<file path="src/rtl/muldiv_unit_if.sv">
// Request/response bundle between the EX stage (master) and the multiply/divide unit (slave).
interface muldiv_unit_if #(
  parameter int WIDTH = 32
);
  logic [WIDTH-1:0] A;
  logic [WIDTH-1:0] B;
  logic [3:0]       MULOp;
  logic             start;
  logic             busy;
  logic [WIDTH-1:0] HI;
  logic [WIDTH-1:0] LO;

  modport master (output A, B, MULOp, start, input busy, HI, LO);
  modport slave  (input A, B, MULOp, start, output busy, HI, LO);
endinterface

</file>
<file path="src/rtl/muldiv_unit.sv">
// HI/LO multiply/divide unit: fixed-latency multiply, restoring divider, mthi/mtlo.
// Optional multiply-accumulate ops (madd/maddu/msub/msubu) are built only when MULDIV_MADD_EN is defined.
module muldiv_unit #(
  parameter int WIDTH      = 32,
  parameter int MUL_CYCLES = 5
) (
  input  logic          clk,
  input  logic          reset,
  muldiv_unit_if.slave  bus
);

  typedef enum logic [1:0] {IDLE, MUL, DIV} state_e;

  localparam logic [3:0] OP_MULT  = 4'd1;
  localparam logic [3:0] OP_MULTU = 4'd2;
  localparam logic [3:0] OP_DIV   = 4'd3;
  localparam logic [3:0] OP_DIVU  = 4'd4;
  localparam logic [3:0] OP_MTHI  = 4'd5;
  localparam logic [3:0] OP_MTLO  = 4'd6;
  localparam logic [3:0] OP_MADD  = 4'd7;
  localparam logic [3:0] OP_MADDU = 4'd8;
  localparam logic [3:0] OP_MSUB  = 4'd9;
  localparam logic [3:0] OP_MSUBU = 4'd10;

  localparam int MAX_CNT = (MUL_CYCLES > WIDTH) ? MUL_CYCLES : WIDTH;
  localparam int CNT_W   = $clog2(MAX_CNT + 1);

  state_e             state_q;
  logic               busy_q;
  logic [CNT_W-1:0]   cnt_q;
  logic [3:0]         op_q;
  logic [WIDTH-1:0]   a_q, b_q;
  logic [WIDTH-1:0]   hi_q, lo_q;
  logic [WIDTH-1:0]   rem_q, quo_q, dvs_q;

  logic               start_mul, start_div;
  logic [WIDTH-1:0]   a_mag, b_mag;
  logic               mul_signed, div_signed, a_neg, b_neg;
  logic [2*WIDTH-1:0] a_ext, b_ext, prod, mul_res;
  logic [WIDTH:0]     rem_shift, diff;
  logic               q_bit;
  logic [WIDTH-1:0]   rem_next, quo_next, div_hi, div_lo;

  // Start decode and operand magnitudes for the divider.
  always_comb begin
    start_mul = (bus.MULOp == OP_MULT) || (bus.MULOp == OP_MULTU);
`ifdef MULDIV_MADD_EN
    start_mul = start_mul || (bus.MULOp == OP_MADD) || (bus.MULOp == OP_MADDU) ||
                (bus.MULOp == OP_MSUB) || (bus.MULOp == OP_MSUBU);
`endif
    start_div = (bus.MULOp == OP_DIV) || (bus.MULOp == OP_DIVU);
    a_mag     = ((bus.MULOp == OP_DIV) && bus.A[WIDTH-1]) ? -bus.A : bus.A;
    b_mag     = ((bus.MULOp == OP_DIV) && bus.B[WIDTH-1]) ? -bus.B : bus.B;
  end

  // Multiply result, evaluated from the latched operands on the completion edge.
  always_comb begin
    mul_signed = (op_q == OP_MULT) || (op_q == OP_MADD) || (op_q == OP_MSUB);
    a_ext      = mul_signed ? {{WIDTH{a_q[WIDTH-1]}}, a_q} : {{WIDTH{1'b0}}, a_q};
    b_ext      = mul_signed ? {{WIDTH{b_q[WIDTH-1]}}, b_q} : {{WIDTH{1'b0}}, b_q};
    prod       = a_ext * b_ext;
    mul_res    = prod;
`ifdef MULDIV_MADD_EN
    if ((op_q == OP_MADD) || (op_q == OP_MADDU)) mul_res = {hi_q, lo_q} + prod;
    if ((op_q == OP_MSUB) || (op_q == OP_MSUBU)) mul_res = {hi_q, lo_q} - prod;
`endif
  end

  // One restoring step per cycle; rem_q < divisor keeps the trial inside WIDTH+1 bits.
  always_comb begin
    rem_shift  = {rem_q, quo_q[WIDTH-1]};
    diff       = rem_shift - {1'b0, dvs_q};
    q_bit      = ~diff[WIDTH];
    rem_next   = q_bit ? diff[WIDTH-1:0] : rem_shift[WIDTH-1:0];
    quo_next   = {quo_q[WIDTH-2:0], q_bit};
    div_signed = (op_q == OP_DIV);
    a_neg      = div_signed & a_q[WIDTH-1];
    b_neg      = div_signed & b_q[WIDTH-1];
    div_lo     = (a_neg ^ b_neg) ? -quo_next : quo_next;
    div_hi     = a_neg ? -rem_next : rem_next;
    if (dvs_q == '0) begin
      div_hi = a_q;
      div_lo = '1;
    end else if (div_signed && (a_q == {1'b1, {(WIDTH-1){1'b0}}}) && (b_q == '1)) begin
      div_hi = '0;
      div_lo = a_q;
    end
  end

  // NOTE: every register here is updated with <= so all reads see pre-edge values.
  always_ff @(posedge clk) begin
    if (reset) begin
      state_q <= IDLE;
      busy_q  <= 1'b0;
      cnt_q   <= '0;
      op_q    <= '0;
      a_q     <= '0;
      b_q     <= '0;
      hi_q    <= '0;
      lo_q    <= '0;
      rem_q   <= '0;
      quo_q   <= '0;
      dvs_q   <= '0;
    end else begin
      case (state_q)
        IDLE: begin
          if (bus.start) begin
            if (start_mul) begin
              op_q    <= bus.MULOp;
              a_q     <= bus.A;
              b_q     <= bus.B;
              cnt_q   <= CNT_W'(MUL_CYCLES);
              busy_q  <= 1'b1;
              state_q <= MUL;
            end else if (start_div) begin
              op_q    <= bus.MULOp;
              a_q     <= bus.A;
              b_q     <= bus.B;
              quo_q   <= a_mag;
              rem_q   <= '0;
              dvs_q   <= b_mag;
              cnt_q   <= CNT_W'(WIDTH);
              busy_q  <= 1'b1;
              state_q <= DIV;
            end else if (bus.MULOp == OP_MTHI) begin
              hi_q <= bus.A;
            end else if (bus.MULOp == OP_MTLO) begin
              lo_q <= bus.A;
            end
          end
        end
        MUL: begin
          if (cnt_q == CNT_W'(1)) begin
            {hi_q, lo_q} <= mul_res;
            busy_q       <= 1'b0;
            state_q      <= IDLE;
          end else begin
            cnt_q <= cnt_q - 1'b1;
          end
        end
        DIV: begin
          quo_q <= quo_next;
          rem_q <= rem_next;
          if (cnt_q == CNT_W'(1)) begin
            hi_q    <= div_hi;
            lo_q    <= div_lo;
            busy_q  <= 1'b0;
            state_q <= IDLE;
          end else begin
            cnt_q <= cnt_q - 1'b1;
          end
        end
        default: begin
          busy_q  <= 1'b0;
          state_q <= IDLE;
        end
      endcase
    end
  end

  assign bus.busy = busy_q;
  assign bus.HI   = hi_q;
  assign bus.LO   = lo_q;

endmodule

</file>
<file path="src/flat_wrapper.sv">
// flat-port wrapper written by rule: the top's interface ports become plain ports
module muldiv_unit_flat 
#(
  parameter int WIDTH      = 32,
  parameter int MUL_CYCLES = 5
)
  (clk, reset, bus_A, bus_B, bus_MULOp, bus_start, bus_busy, bus_HI, bus_LO);
  muldiv_unit_if #(.WIDTH(WIDTH)) bus_i ();
  input  logic clk;
  input  logic reset;
  input wire logic [$bits(bus_i.A)-1:0] bus_A;
  input wire logic [$bits(bus_i.B)-1:0] bus_B;
  input wire logic [$bits(bus_i.MULOp)-1:0] bus_MULOp;
  input wire logic [$bits(bus_i.start)-1:0] bus_start;
  output wire logic [$bits(bus_i.busy)-1:0] bus_busy;
  output wire logic [$bits(bus_i.HI)-1:0] bus_HI;
  output wire logic [$bits(bus_i.LO)-1:0] bus_LO;
  assign bus_i.A = bus_A;
  assign bus_i.B = bus_B;
  assign bus_i.MULOp = bus_MULOp;
  assign bus_i.start = bus_start;
  assign bus_busy = bus_i.busy;
  assign bus_HI = bus_i.HI;
  assign bus_LO = bus_i.LO;
  muldiv_unit #(.WIDTH(WIDTH), .MUL_CYCLES(MUL_CYCLES)) u_core (.clk(clk), .reset(reset), .bus(bus_i));
endmodule
</file>
<file path="config.mk">
export PLATFORM = sky130hd
export DESIGN_NAME = muldiv_unit_flat
export DESIGN_NICKNAME = d
export VERILOG_FILES = /design/src/rtl/muldiv_unit_if.sv /design/src/rtl/muldiv_unit.sv /design/src/flat_wrapper.sv
export SDC_FILE = /design/constraint.sdc
export NUM_CORES = 2
export LEC_CHECK = 0
export CAP_MARGIN = 20
export CORE_MARGIN = 2
export CORE_UTILIZATION = 47
export CTS_CLUSTER_SIZE = 30
export DETAILED_ROUTE_END_ITERATION = 8
export SLEW_MARGIN = 20
export SYNTH_ARGS = -nofsm -noshare
export SYNTH_HDL_FRONTEND = slang
export SYNTH_SLANG_ARGS = --single-unit
</file>
<file path="constraint.sdc">
create_clock -name clk -period 18.3 [get_ports clk]
set_input_delay 4.575 -clock clk [delete_from_list [all_inputs] [get_ports clk]]
set_output_delay 4.575 -clock clk [all_outputs]
set_load 0.1 [all_outputs]
</file>
# [After elaboration in Yosys (flattened, before gate mapping)]
# Index checks and enable logic that the tools add are counted.
# W data, S select, Z words.
[totals] register_bits=237 inputBits=71 output_inout_bits=65 elab_cells=127
[classes] n_addsub=6 mul=1 eq_ne=27 n_mux=55 n_bitwise=5 n_reduce_logical=22
[op_table] op="$mux W32" count=32
[op_table] op="$pmux W32 S3" count=2
[op_table] op="$mux W64" count=2
[op_table] op="$neg A32 Y32" count=4
[op_table] op="$pmux W32 S2" count=2
[op_table] op="$eq A32 B32 Y1 const B" count=2
[op_table] op="$mul A64 B64 Y64" count=1
[op_table] op="$sub A33 B32 Y33" count=1
[op_table] op="$logic_not A32 Y1" count=1
[op_table] op="$mux W6" count=4
[op_table] op="$eq A4 B3 Y1 const B" count=4
[op_table] op="$eq A4 B2 Y1 const B" count=3
[op_table] op="$ne A2 B1 Y1 const B" count=6
[op_table] op="$pmux W6 S2" count=1
[op_table] op="$reduce_and A4 Y1" count=3
[op_table] op="$ne A2 B2 Y1 const B" count=5
[op_table] op="$eq A4 B1 Y1 const B" count=2
[op_table] op="$mux W2" count=4
[op_table] op="$mux W4" count=2
[op_table] op="$reduce_and A8 Y1" count=1
[op_table] op="$reduce_and A7 Y1" count=1
[op_table] op="$eq A6 B1 Y1 const B" count=1
[op_table] op="$reduce_and A3 Y1" count=2
[op_table] op="$reduce_bool A2 Y1" count=3
[op_table] op="other kinds (16)" count=27

# [Longest topological paths before layout]
[depth] depth_word=8 mapped_depth=38 mapped_depth_nobuf=36

# [Worst setup path before layout]
# No wires, ideal clock.
[synth_path] path_kind="reg2reg" startpoint="register u_core.a_q[31]" endpoint="register u_core.hi_q[31], in the netlist u_core.bus.HI[31]" setup_time_ns=0.136 arrival_ns=9.473 required_time_ns=18.164 slack_ns=8.691 stages_incl_launch_ff=33 n_path_buf=3 synth_period_minus_slack_ns=9.609 path_cell_list="dfxtp_1 > clkbuf_1 > inv_1 > nor2_1 > clkbuf_1 > clkbuf_1 > nand2_1 > fa_1 > inv_1 > fa_1 > fa_1 > inv_1 > fa_1 > inv_1 > fa_1 > fa_1 > inv_1 > fa_1 > fa_1 > fa_1 > fa_1 > xor2_1 > xnor2_1 > xnor2_1 > xnor2_1 > xnor3_1 > xnor2_1 > xnor2_1 > mux2_2 > a221oi_1 > nor2_1 > a21oi_1 > o31ai_1"
[synth_between] elab_chain_len=7 elab_cells_between_ends=12 classes_between="1 x mul; 1 x eq/ne; 7 x mux; 1 x bitwise; 2 x reduce/logical"
[synth_lines] item="start: declaration" line="muldiv_unit.sv:32" text="logic [WIDTH-1:0] a_q, b_q;"
[synth_lines] item="start signal: assignment" line="muldiv_unit.sv:110" text="a_q <= bus.A;"
[synth_lines] item="start signal: assignment" line="muldiv_unit.sv:117" text="a_q <= bus.A;"
[synth_lines] item="parallel branches: the longest is 6 deep, another holds $mul A64 B64 Y64"
[synth_lines] item="$pmux W32 S3 *" line="muldiv_unit.sv:105" text="case (state_q)"
[synth_lines] item="end signal: assignment" line="muldiv_unit.sv:126" text="hi_q <= bus.A;"
[synth_lines] item="end signal: assignment" line="muldiv_unit.sv:134" text="{hi_q, lo_q} <= mul_res;"
[synth_lines] item="end signal: assignment" line="muldiv_unit.sv:145" text="hi_q <= div_hi;"
[synth_lines] item="end: declaration" line="muldiv_unit.sv:33" text="logic [WIDTH-1:0] hi_q, lo_q;"
# Every way passes the cells marked *. The select of a mux whose other input is x is not followed.
# A chain may end at the register's enable or synchronous reset.

# [Worst setup path after layout]
# Same ends and word-level chain as after synthesis.

==> run metrics <==
Period Utilization, post-route 61.40%; commonest cells in the netlist 1653 x inv_1, 1420 x fa_1, 1176 x nand2_1; slowest library cell on the worst path fa_1; post-CTS resize count 0; antenna viol nets, final 0; Worst Skew 0.03952 ns; chip height 370.5 um; CP max FO 36; Post-synth ARST share 0%; clk buf depth 3; GRT Resource Usage Total 30.91%; Routed met3 length 13610 um; synthesis-to-finish area growth 5.903%; EDFF count, synth 0; HPWL Detailed 164700 um; drt pass-1 iters 6; gpl congestion 0.9748; chip width 370.5 um; max cap viols 0; Switching Fraction 49.26%; part of the power in registers 26.5%; number of DRC markers in iteration 0 4351; Max Fclk 89.00 MHz; Int Pwr 1.175 mW; critical path's most frequent cell fa_1; worst skew pair latency 0.60 ns; vias in the first global route 52260; Final setup violation count 0; Final Slew Violations 0; Clock power frac 24.7%; min-delay worst type flip-flop to flip-flop; M1 wire length 81730 um; GRT overflow 0; final hold vios 0; CTS Buf Count 27; Die Area 137200 um2; CORE AREA 133500 um2; DP Cell Count 8975; status complete, no violations; CP Data Required Time 18.74 ns; Crit Path Class flip-flop to flip-flop; CTS Root Cell clkbuf_16; Initial Util 47.29%; combinational share of power 48.8%; Power per Cell Area 34.64 nW/um2; CP max stage delay 0.89 ns; PortBufs 135; Leak 33.00 nW; number of synthesized register bits 237; min Tclk post-route 11.24 ns; WP data arrival 11.67 ns; Distinct cells, synth 82; Final Core Density 50.09%; top-count cell post-synth inv_1; Most used DFF post-synth dfxtp_1; final net count 9077; antenna violations before repair 8; crit path launch type flip-flop; DR top layer met5; CTS HTree Levels 1; # hold bufs at CTS 0; metal2 WL 100900 um; largest net degree at the start of global routing 94; share of cells above drive strength 1 2.894%; CTS tree done; fin cells 9027; RSZ-0062 raised after global routing no; global-route wire length before repair 319900 um; DRC 0; post-synthesis net count 9225; DR vias 49750; NetSw 1.140 mW; total wire length 207400 um; Area contributors post-synth fa_1 45%, inv_1 9.8%, dfxtp_1 7.5%; post-synth top area share 45.04%; CTS sink count 237; kind of end point of the critical path flip-flop; vias per inst 5.511; Slew Limit Headroom 18.41%; worst hold slack 0.4589 ns; worst slew pin tran 1.213 ns; setup TNS 0 ns; layout filler cell count 12940; Avg Inst Size Synth 8.548 um2; peak supply drop 0.07650 mV; Yosys top cell by area fa_1; cell count after synthesis 7384; clk slew on worst S/H paths 0.07 ns; boundary pin count 136; post-CTS setup buffer count 0; cell row count 134; Synth Warn # 0; Post-Syn Area 63120 um2; Seq/Total Area, Yosys 7.517%; Wirelength per Cell 22.97 um
final timing paths:
| path | startpoint | endpoint | slack, ns | cells after the start |
|---|---|---|---|---|
| hold / removal | u_core.b_q[31] | u_core.b_q[31] | 0.46 | 2 |
| setup reg to reg | u_core.a_q[31] | u_core.bus.HI[31] | 7.06 | 31 |
| hold reg to reg | u_core.b_q[31] | u_core.b_q[31] | 0.46 | 2 |
| setup / recovery | u_core.a_q[31] | u_core.bus.HI[31] | 7.06 | 31 |
critical path: cells and delay by family, from the launching register on:
kind / cells / cell delay (ns)
fa+ha+maj: 10 / 5.79
simple gates: 3 / 0.45
flops: 1 / 0.31
mux: 1 / 0.41
xor+xnor: 7 / 1.82
compound gates: 3 / 0.51
buf+inv: 7 / 1.74
layout make-up:
type                            count  area [um2]  share of cell area (%)
Tap cell                         1768        2212                   3.309
Clock inverter                     12       102.6                  0.1535
Timing Repair Buffer              240        2141                   3.203
Antenna cell                        2       5.005                0.007487
Inverter                         1655        6212                   9.294
Sequential cell                   237        4762                   7.124
Clock buffer                       38       777.0                   1.162
Multi-Input combinational cell   5075       50630                   75.75
flip-flops by register name (all words and copies together) (netlist names):
name	count
u_core.a_q	32
u_core.b_q	32
u_core.bus.HI	32
u_core.bus.LO	32
u_core.bus.busy	1
u_core.cnt_q	6
u_core.dvs_q	32
u_core.op_q	4
u_core.quo_q	32
u_core.rem_q	32
u_core.state_q	2
metrics by stage:
stage	instance area, um2	total power, mW	worst slack [ns]
finish	66840	2.315	7.064
global route	66840	2.406	6.622
CTS	66840	2.290	7.164
detailed placement	65960	1.723	7.222
global placement	65960	1.718	7.432
floorplan	63120	1.333	8.691
power by group through the flow:
stage / Sequential (mW) / Clock, mW / Combinational, mW
5_1_grt: 0.614 / 0.593 / 1.20
2_1_floorplan: 0.725 / 0 / 0.608
3_5_place_dp: 0.622 / 0 / 1.10
4_1_cts: 0.610 / 0.572 / 1.11
6_report: 0.613 / 0.572 / 1.13
3_3_place_gp: 0.621 / 0 / 1.10
cells by family after synthesis:
| family | share of synthesized area, % |
|---|---|
| xor+xnor | 3.449 |
| flops | 7.517 |
| fa+ha+maj | 52.02 |
| buf+inv | 12.35 |
| compound gates | 8.823 |
| mux | 0.3905 |
| simple gates | 15.44 |
layout by cell type, fill, tap and decap left out, types with 76 or more instances in the layout:
| master | instances |
|---|---|
| a21oi_1 | 315 |
| and2_1 | 359 |
| buf_4 | 105 |
| clkdlybuf4s50_1 | 134 |
| dfxtp_1 | 223 |
| fa_1 | 1420 |
| ha_1 | 347 |
| inv_1 | 1653 |
| nand2_1 | 1175 |
| nor2_1 | 303 |
| o21ai_0 | 167 |
| xnor2_1 | 170 |
| xor2_1 | 76 |
per-layer routing:
metal	vias to the layer above	track usage, %
li1	21920	-
met1	25510	39.76
met2	1893	52.78
met3	430	3.562
met4	2	13.11
met5	-	0
Power figures use the tool's default switching activity.
